### config.mk
export PLATFORM = sky130hd
export DESIGN_NAME = uart_core
export DESIGN_NICKNAME = d
export VERILOG_FILES = /design/src/rtl/uart_core.sv
export SDC_FILE = /design/constraint.sdc
export NUM_CORES = 1
export LEC_CHECK = 0
export ABC_AREA = 1
export ABC_CLOCK_PERIOD_IN_PS = 2090
export CORE_MARGIN = 1.5
export CORE_UTILIZATION = 40
export CTS_BUF_LIST = sky130_fd_sc_hd__clkbuf_2
export DETAILED_ROUTE_END_ITERATION = 8
export GPL_ROUTABILITY_DRIVEN = 1
export PLACE_DENSITY = 0.64
export SLEW_MARGIN = 20
export SYNTH_ARGS = -nofsm -noshare
export SYNTH_HDL_FRONTEND = slang
export SYNTH_SLANG_ARGS = --single-unit
export TNS_END_PERCENT = 10
### constraint.sdc
create_clock -name Clk -period 2.09 [get_ports Clk]
set_clock_uncertainty 0.05 [all_clocks]
set_input_delay 0.627 -clock Clk [delete_from_list [all_inputs] [get_ports Clk]]
set_output_delay 0.627 -clock Clk [all_outputs]
set_load 0.02 [all_outputs]
### src/rtl/uart_core.sv
// Full-duplex UART core with 16x oversampling, optional parity, one or two stop
// bits and an internal loopback path from the transmitter to the receiver.
module uart_core #(
  parameter int unsigned DATA_W = 8,
  parameter int unsigned DIV_W  = 16
) (
  input  logic              Clk,
  input  logic              Rst_n,
  input  logic [DIV_W-1:0]  BaudDiv,
  input  logic              ParityEn,
  input  logic              ParityOdd,
  input  logic              TwoStop,
  input  logic              Loopback,
  input  logic [DATA_W-1:0] TxData,
  input  logic              TxValid,
  output logic              TxReady,
  output logic              Tx,
  input  logic              Rx,
  output logic [DATA_W-1:0] RxData,
  output logic              RxValid,
  input  logic              RxReady,
  output logic              RxParityErr,
  output logic              RxFrameErr,
  output logic              RxOverrun
);

  typedef enum logic [2:0] {IDLE, START, DATA, PARITY, STOP} uartState_e;

  localparam logic [3:0] LAST_BIT = 4'(DATA_W - 1);

  // Tick generator; the divisor is latched at each wrap so a new BaudDiv
  // never strands the counter above the compare value.
  logic [DIV_W-1:0] divCnt;
  logic [DIV_W-1:0] divLat;
  logic             tick;

  assign tick = (divCnt == divLat);

  always_ff @(posedge Clk or negedge Rst_n) begin
    if (!Rst_n) begin
      divCnt <= '0;
      divLat <= '0;
    end else if (tick) begin
      divCnt <= '0;
      divLat <= BaudDiv;
    end else begin
      divCnt <= divCnt + 1'b1;
    end
  end

  // Transmitter
  uartState_e        txState, txStateNext;
  logic [3:0]        txTick, txTickNext;
  logic [3:0]        txBit, txBitNext;
  logic [DATA_W-1:0] txShift, txShiftNext;
  logic              txParBit, txParBitNext;
  logic              txParEn, txParEnNext;
  logic              txTwoStop, txTwoStopNext;
  logic              txStop2, txStop2Next;
  logic              txLine, txLineNext;
  logic              txBitEnd;

  assign txBitEnd = (txState != IDLE) && tick && (txTick == 4'hF);

  always_comb begin
    txStateNext   = txState;
    txTickNext    = txTick;
    txBitNext     = txBit;
    txShiftNext   = txShift;
    txParBitNext  = txParBit;
    txParEnNext   = txParEn;
    txTwoStopNext = txTwoStop;
    txStop2Next   = txStop2;
    txLineNext    = 1'b1;

    if (txState != IDLE && tick) txTickNext = txTick + 1'b1;

    case (txState)
      IDLE: begin
        if (TxValid) begin
          txStateNext   = START;
          txShiftNext   = TxData;
          txParBitNext  = (^TxData) ^ ParityOdd;
          txParEnNext   = ParityEn;
          txTwoStopNext = TwoStop;
          txTickNext    = '0;
          txBitNext     = '0;
          txStop2Next   = 1'b0;
        end
      end
      START: begin
        if (txBitEnd) txStateNext = DATA;
      end
      DATA: begin
        if (txBitEnd) begin
          txShiftNext = txShift >> 1;
          if (txBit == LAST_BIT) begin
            txStateNext = txParEn ? PARITY : STOP;
          end else begin
            txBitNext = txBit + 1'b1;
          end
        end
      end
      PARITY: begin
        if (txBitEnd) txStateNext = STOP;
      end
      STOP: begin
        if (txBitEnd) begin
          if (txTwoStop && !txStop2) txStop2Next = 1'b1;
          else                       txStateNext = IDLE;
        end
      end
      default: txStateNext = IDLE;
    endcase

    // Line level is registered from the next state so Tx is glitch-free.
    case (txStateNext)
      START:   txLineNext = 1'b0;
      DATA:    txLineNext = txShiftNext[0];
      PARITY:  txLineNext = txParBitNext;
      default: txLineNext = 1'b1;
    endcase
  end

  always_ff @(posedge Clk or negedge Rst_n) begin
    if (!Rst_n) begin
      txState   <= IDLE;
      txTick    <= '0;
      txBit     <= '0;
      txShift   <= '0;
      txParBit  <= 1'b0;
      txParEn   <= 1'b0;
      txTwoStop <= 1'b0;
      txStop2   <= 1'b0;
      txLine    <= 1'b1;
    end else begin
      txState   <= txStateNext;
      txTick    <= txTickNext;
      txBit     <= txBitNext;
      txShift   <= txShiftNext;
      txParBit  <= txParBitNext;
      txParEn   <= txParEnNext;
      txTwoStop <= txTwoStopNext;
      txStop2   <= txStop2Next;
      txLine    <= txLineNext;
    end
  end

  // Receive source selection and loopback mode
  uartState_e rxState, rxStateNext;
  logic       lbReg;
  logic       rxMeta, rxSync;
  logic       rxSrc;

  always_ff @(posedge Clk or negedge Rst_n) begin
    if (!Rst_n) begin
      lbReg  <= 1'b0;
      rxMeta <= 1'b1;
      rxSync <= 1'b1;
    end else begin
      rxMeta <= Rx;
      rxSync <= rxMeta;
      if (txState == IDLE && rxState == IDLE) lbReg <= Loopback;
    end
  end

  assign rxSrc   = lbReg ? txLine : rxSync;
  assign Tx      = lbReg | txLine;
  assign TxReady = (txState == IDLE);

  // Receiver
  logic [3:0]        rxTick, rxTickNext;
  logic [3:0]        rxBit, rxBitNext;
  logic [DATA_W-1:0] rxShift, rxShiftNext;
  logic              rxParEn, rxParEnNext;
  logic              rxParOdd, rxParOddNext;
  logic              rxParErrAcc, rxParErrAccNext;
  logic              rxSample;
  logic              rxDone;

  // Start bit is checked at its mid-point (8th tick); later bits every 16.
  assign rxSample = tick && (rxState != IDLE) &&
                    ((rxState == START) ? (rxTick == 4'd7) : (rxTick == 4'hF));

  always_comb begin
    rxStateNext     = rxState;
    rxTickNext      = rxTick;
    rxBitNext       = rxBit;
    rxShiftNext     = rxShift;
    rxParEnNext     = rxParEn;
    rxParOddNext    = rxParOdd;
    rxParErrAccNext = rxParErrAcc;
    rxDone          = 1'b0;

    if (rxState != IDLE && tick) rxTickNext = rxTick + 1'b1;

    case (rxState)
      IDLE: begin
        if (!rxSrc) begin
          rxStateNext     = START;
          rxTickNext      = '0;
          rxBitNext       = '0;
          rxParEnNext     = ParityEn;
          rxParOddNext    = ParityOdd;
          rxParErrAccNext = 1'b0;
        end
      end
      START: begin
        if (rxSample) begin
          rxTickNext  = '0;
          rxStateNext = rxSrc ? IDLE : DATA;
        end
      end
      DATA: begin
        if (rxSample) begin
          rxShiftNext = {rxSrc, rxShift[DATA_W-1:1]};
          if (rxBit == LAST_BIT) begin
            rxStateNext = rxParEn ? PARITY : STOP;
          end else begin
            rxBitNext = rxBit + 1'b1;
          end
        end
      end
      PARITY: begin
        if (rxSample) begin
          rxParErrAccNext = rxSrc ^ (^rxShift) ^ rxParOdd;
          rxStateNext     = STOP;
        end
      end
      STOP: begin
        if (rxSample) begin
          rxDone      = 1'b1;
          rxStateNext = IDLE;
        end
      end
      default: rxStateNext = IDLE;
    endcase
  end

  always_ff @(posedge Clk or negedge Rst_n) begin
    if (!Rst_n) begin
      rxState     <= IDLE;
      rxTick      <= '0;
      rxBit       <= '0;
      rxShift     <= '0;
      rxParEn     <= 1'b0;
      rxParOdd    <= 1'b0;
      rxParErrAcc <= 1'b0;
    end else begin
      rxState     <= rxStateNext;
      rxTick      <= rxTickNext;
      rxBit       <= rxBitNext;
      rxShift     <= rxShiftNext;
      rxParEn     <= rxParEnNext;
      rxParOdd    <= rxParOddNext;
      rxParErrAcc <= rxParErrAccNext;
    end
  end

  // Completion takes priority over a same-cycle consume.
  always_ff @(posedge Clk or negedge Rst_n) begin
    if (!Rst_n) begin
      RxData      <= '0;
      RxValid     <= 1'b0;
      RxParityErr <= 1'b0;
      RxFrameErr  <= 1'b0;
      RxOverrun   <= 1'b0;
    end else if (rxDone) begin
      RxData      <= rxShift;
      RxParityErr <= rxParErrAcc;
      RxFrameErr  <= ~rxSrc;
      RxValid     <= 1'b1;
      RxOverrun   <= RxValid & ~RxReady;
    end else if (RxValid && RxReady) begin
      RxValid <= 1'b0;
    end
  end

endmodule

==> reports/qor.yml <==
status: "complete, but fails checks"
violations: "setup timing"
syn_inst: 608
ys_top_cells_by_area: "dfrtp_1, nand2_1, inv_1"
critPathTopFamily: "flip-flops"
routed_wl_mm: 10.3
synth_edf_count: 0
cts_root_buffer: "clkbuf_2"
antenna_found_initial: 0
finalNetCount: 742
async_reset_ff_frac: 1.00
seq_power_share: 0.639
grt_pass1_vias: 4017
relSlewSlack: 0.677
core-area_mm2: 0.0116
clock_path_buffers: 2
dr.pass1.iters: 4
die_x_um: 113
postSynthAreaPerCell_um2: 7.93
ys_ff_latch: 93
dp_slack_ns: -0.189
ant_nets: 0
cp_max_fo: 2
post-route-min-period_ns: 2.12
rows: 39
internal_power_w: 0.00218
ir_worst_vdd_mv: 0.262
min_path_type: "flip-flop to flip-flop"
worst_pin_slew_ns: 0.483
synthToLayoutAreaGrowth_pct: 26.6
diodes: 0
initialDrtViolationCount: 170
setup_viol: 1
drc_errors: 0
vias_per_cell: 4.86
drive_gt1_frac: 0.207
yosysWarnings: 0
critPathSlowestCell: "dfrtp_1"
die_y_um: 113
multi_input_area_mm2: 0.00227
overflow: 0
p_total_w: 0.00286
yosys_most_used_dff: "dfrtp_1"
wl_per_cell_um: 12.1
grt_first_pass_wirelength_mm: 17.7
cp-start-kind: "flip-flop"
hpwlAfterDp_mm: 7.47
reg2regPathDepth: 12
synth_top_area_cell: "dfrtp_1"
min_path_cells: 0
hold_viol: 0
rsz0062_at_grt: "yes"
slew_viol_final: 0
ioPinCount: 47
p_per_area_mw_per_mm2: 468
path_depth: 4
seq_area_mm2: 0.00233
cts_buffers: 9
p_clk_frac: 0.305
gp_congestion: 0.863
cts_tree: "built"
clock_latency_ns: 0.55
clk_pin_slew_ns: 0.24
synthesis.nets: 646
max_stage_delay_ns: 0.45
endpoint_kind: "output pin"
vias: 4144
critPathBufInv: 2
numClockSinks: 93
pwr-share-comb: 0.056
track_usage: 0.170
worstPathCellList: "nor2_1, inv_1, nor2_4, buf_6"
synth_area_mm2: 0.00482
layout_setup_ws_ns: -0.0290
synth.most_common_cell: "nand2_1"
synth_common_cells: "nand2_1, dfrtp_1, inv_1"
dieArea_mm2: 0.0127
fin_crit_sh: 1.01
fillers: 1110
timing.fmax_mhz: 472
start_util: 0.417
portBuffers: 46
netSwitchingFraction: 0.236
yosysUniqueCellTypes: 43
arrival_ns: 1.44
p_leak_nw: 3.01
cap_violations: 0
setup.worst_path.class: "flip-flop to output pin"
grt_max_degree: 40
yosysSeqAreaShare: 0.483
netlist.area_leader.share: 0.467
p_sw_w: 0.000673
required_ns: 1.41
fin_util: 0.528
htreeDepth: 3
tns_ns: -0.0290
## what timing repair did
| action | 4_1_cts | 5_1_grt |
|---|---|---|
| buffers inserted | 2 | 15 |
| hold buffers | 1 | 0 |
| pin swaps | 2 | 29 |
| hold endpoints to repair | 25 | 0 |
| cloned | 0 | 0 |
| resized for setup | 29 | 58 |
| setup endpoints to repair | 29 | 51 |
## cell families after synthesis
| kind of cell | share of synthesized area |
|---|---|
| AOI/OAI and AO/OA | 0.106 |
| adders and majority gates | 0.0130 |
| DFF | 0.483 |
| and+or+nand+nor | 0.258 |
| xor gates and xnor gates | 0.0509 |
| buffers and inverters | 0.0838 |
| muxes | 0.00441 |
## final timing paths
kind                                    to       start  slack, ns
worst max-delay path               TxReady  txState[2]      -0.03
worst min-delay path                rxSync      rxMeta       0.32
worst max register to register  divCnt[14]   divCnt[0]       0.02
worst min register to register      rxSync      rxMeta       0.32
max in group asynchronous           rxSync       Rst_n       0.94
min in group asynchronous        divLat[1]       Rst_n       0.45
## cell type report
type                            instances  area share
Sequential cell                        93       0.382
Inverter                               89      0.0547
Timing Repair Buffer                   97       0.144
Clock buffer                           11     0.00902
Clock inverter                          5     0.00840
Multi-Input combinational cell        414       0.372
Tap cell                              143      0.0293
## worst register-to-register path: stages, from the launching register on
cell	delay, ns
dfrtp_1	0.48
ha_2	0.23
nand2_2	0.05
inv_2	0.07
nand2_4	0.06
nor2_4	0.11
nand2_2	0.09
nor4_4	0.25
nand2_1	0.13
nor2_2	0.18
buf_4	0.13
a21oi_2	0.04
nor3_1	0.12
## power groups by stage
stage	registers, W	clock network [W]	logic (W)
after floorplan	0.00185	0	0.0000392
after global placement	0.00185	0	0.000161
after detailed placement	0.00185	0	0.000164
after CTS	0.00182	0.000909	0.000166
after global routing	0.00183	0.000975	0.000182
final	0.00182	0.000872	0.000161
## registers in the layout (all words and copies together) (netlist names), 3 cells and up
| name | flops |
|---|---|
| txState | 3 |
| txShift | 8 |
| txBit | 4 |
| rxState | 3 |
| rxBit | 4 |
| RxData | 8 |
| txTick | 4 |
| divLat | 16 |
| rxShift | 8 |
| divCnt | 16 |
| rxTick | 4 |
## cell usage in the layout (no fill, tap or decap), drive strengths merged, types with 2 or more instances in the layout
master,count
nor4,2
clkinv,4
ha,5
buf,53
a21oi,21
dfstp,3
nand3b,3
xor2,12
dlygate4sd2,12
clkdlybuf4s50,31
o21ai,54
dfrtp,90
or2,6
nor3,13
xnor2,16
clkbuf,11
nor2,45
o22ai,2
nand2,189
nand4,13
nand3,18
o31ai,3
inv,89
o211ai,2
## per-layer routing
layer | share of wire | vias to the layer above | track usage | routed length (µm)
li1 | - | 2121 | - | -
met1 | 0.48 | 1939 | 0.227 | 4950
met2 | 0.47 | 68 | 0.283 | 4800
met3 | 0.034 | 16 | 0.0246 | 348
met4 | 0.018 | 0 | 0.0650 | 190
met5 | 0 | - | 0 | 0
## stage by stage
step / hold slack (ns) / instance area (µm²) / std cells
2_1_floorplan: 0.281 / 4820 / 608
3_3_place_gp: 0.300 / 5660 / 818
3_5_place_dp: 0.298 / 5660 / 818
4_1_cts: 0.325 / 5800 / 837
5_1_grt: 0.333 / 6100 / 852
6_report: 0.325 / 6100 / 852
(Power assumes the default switching activity.)
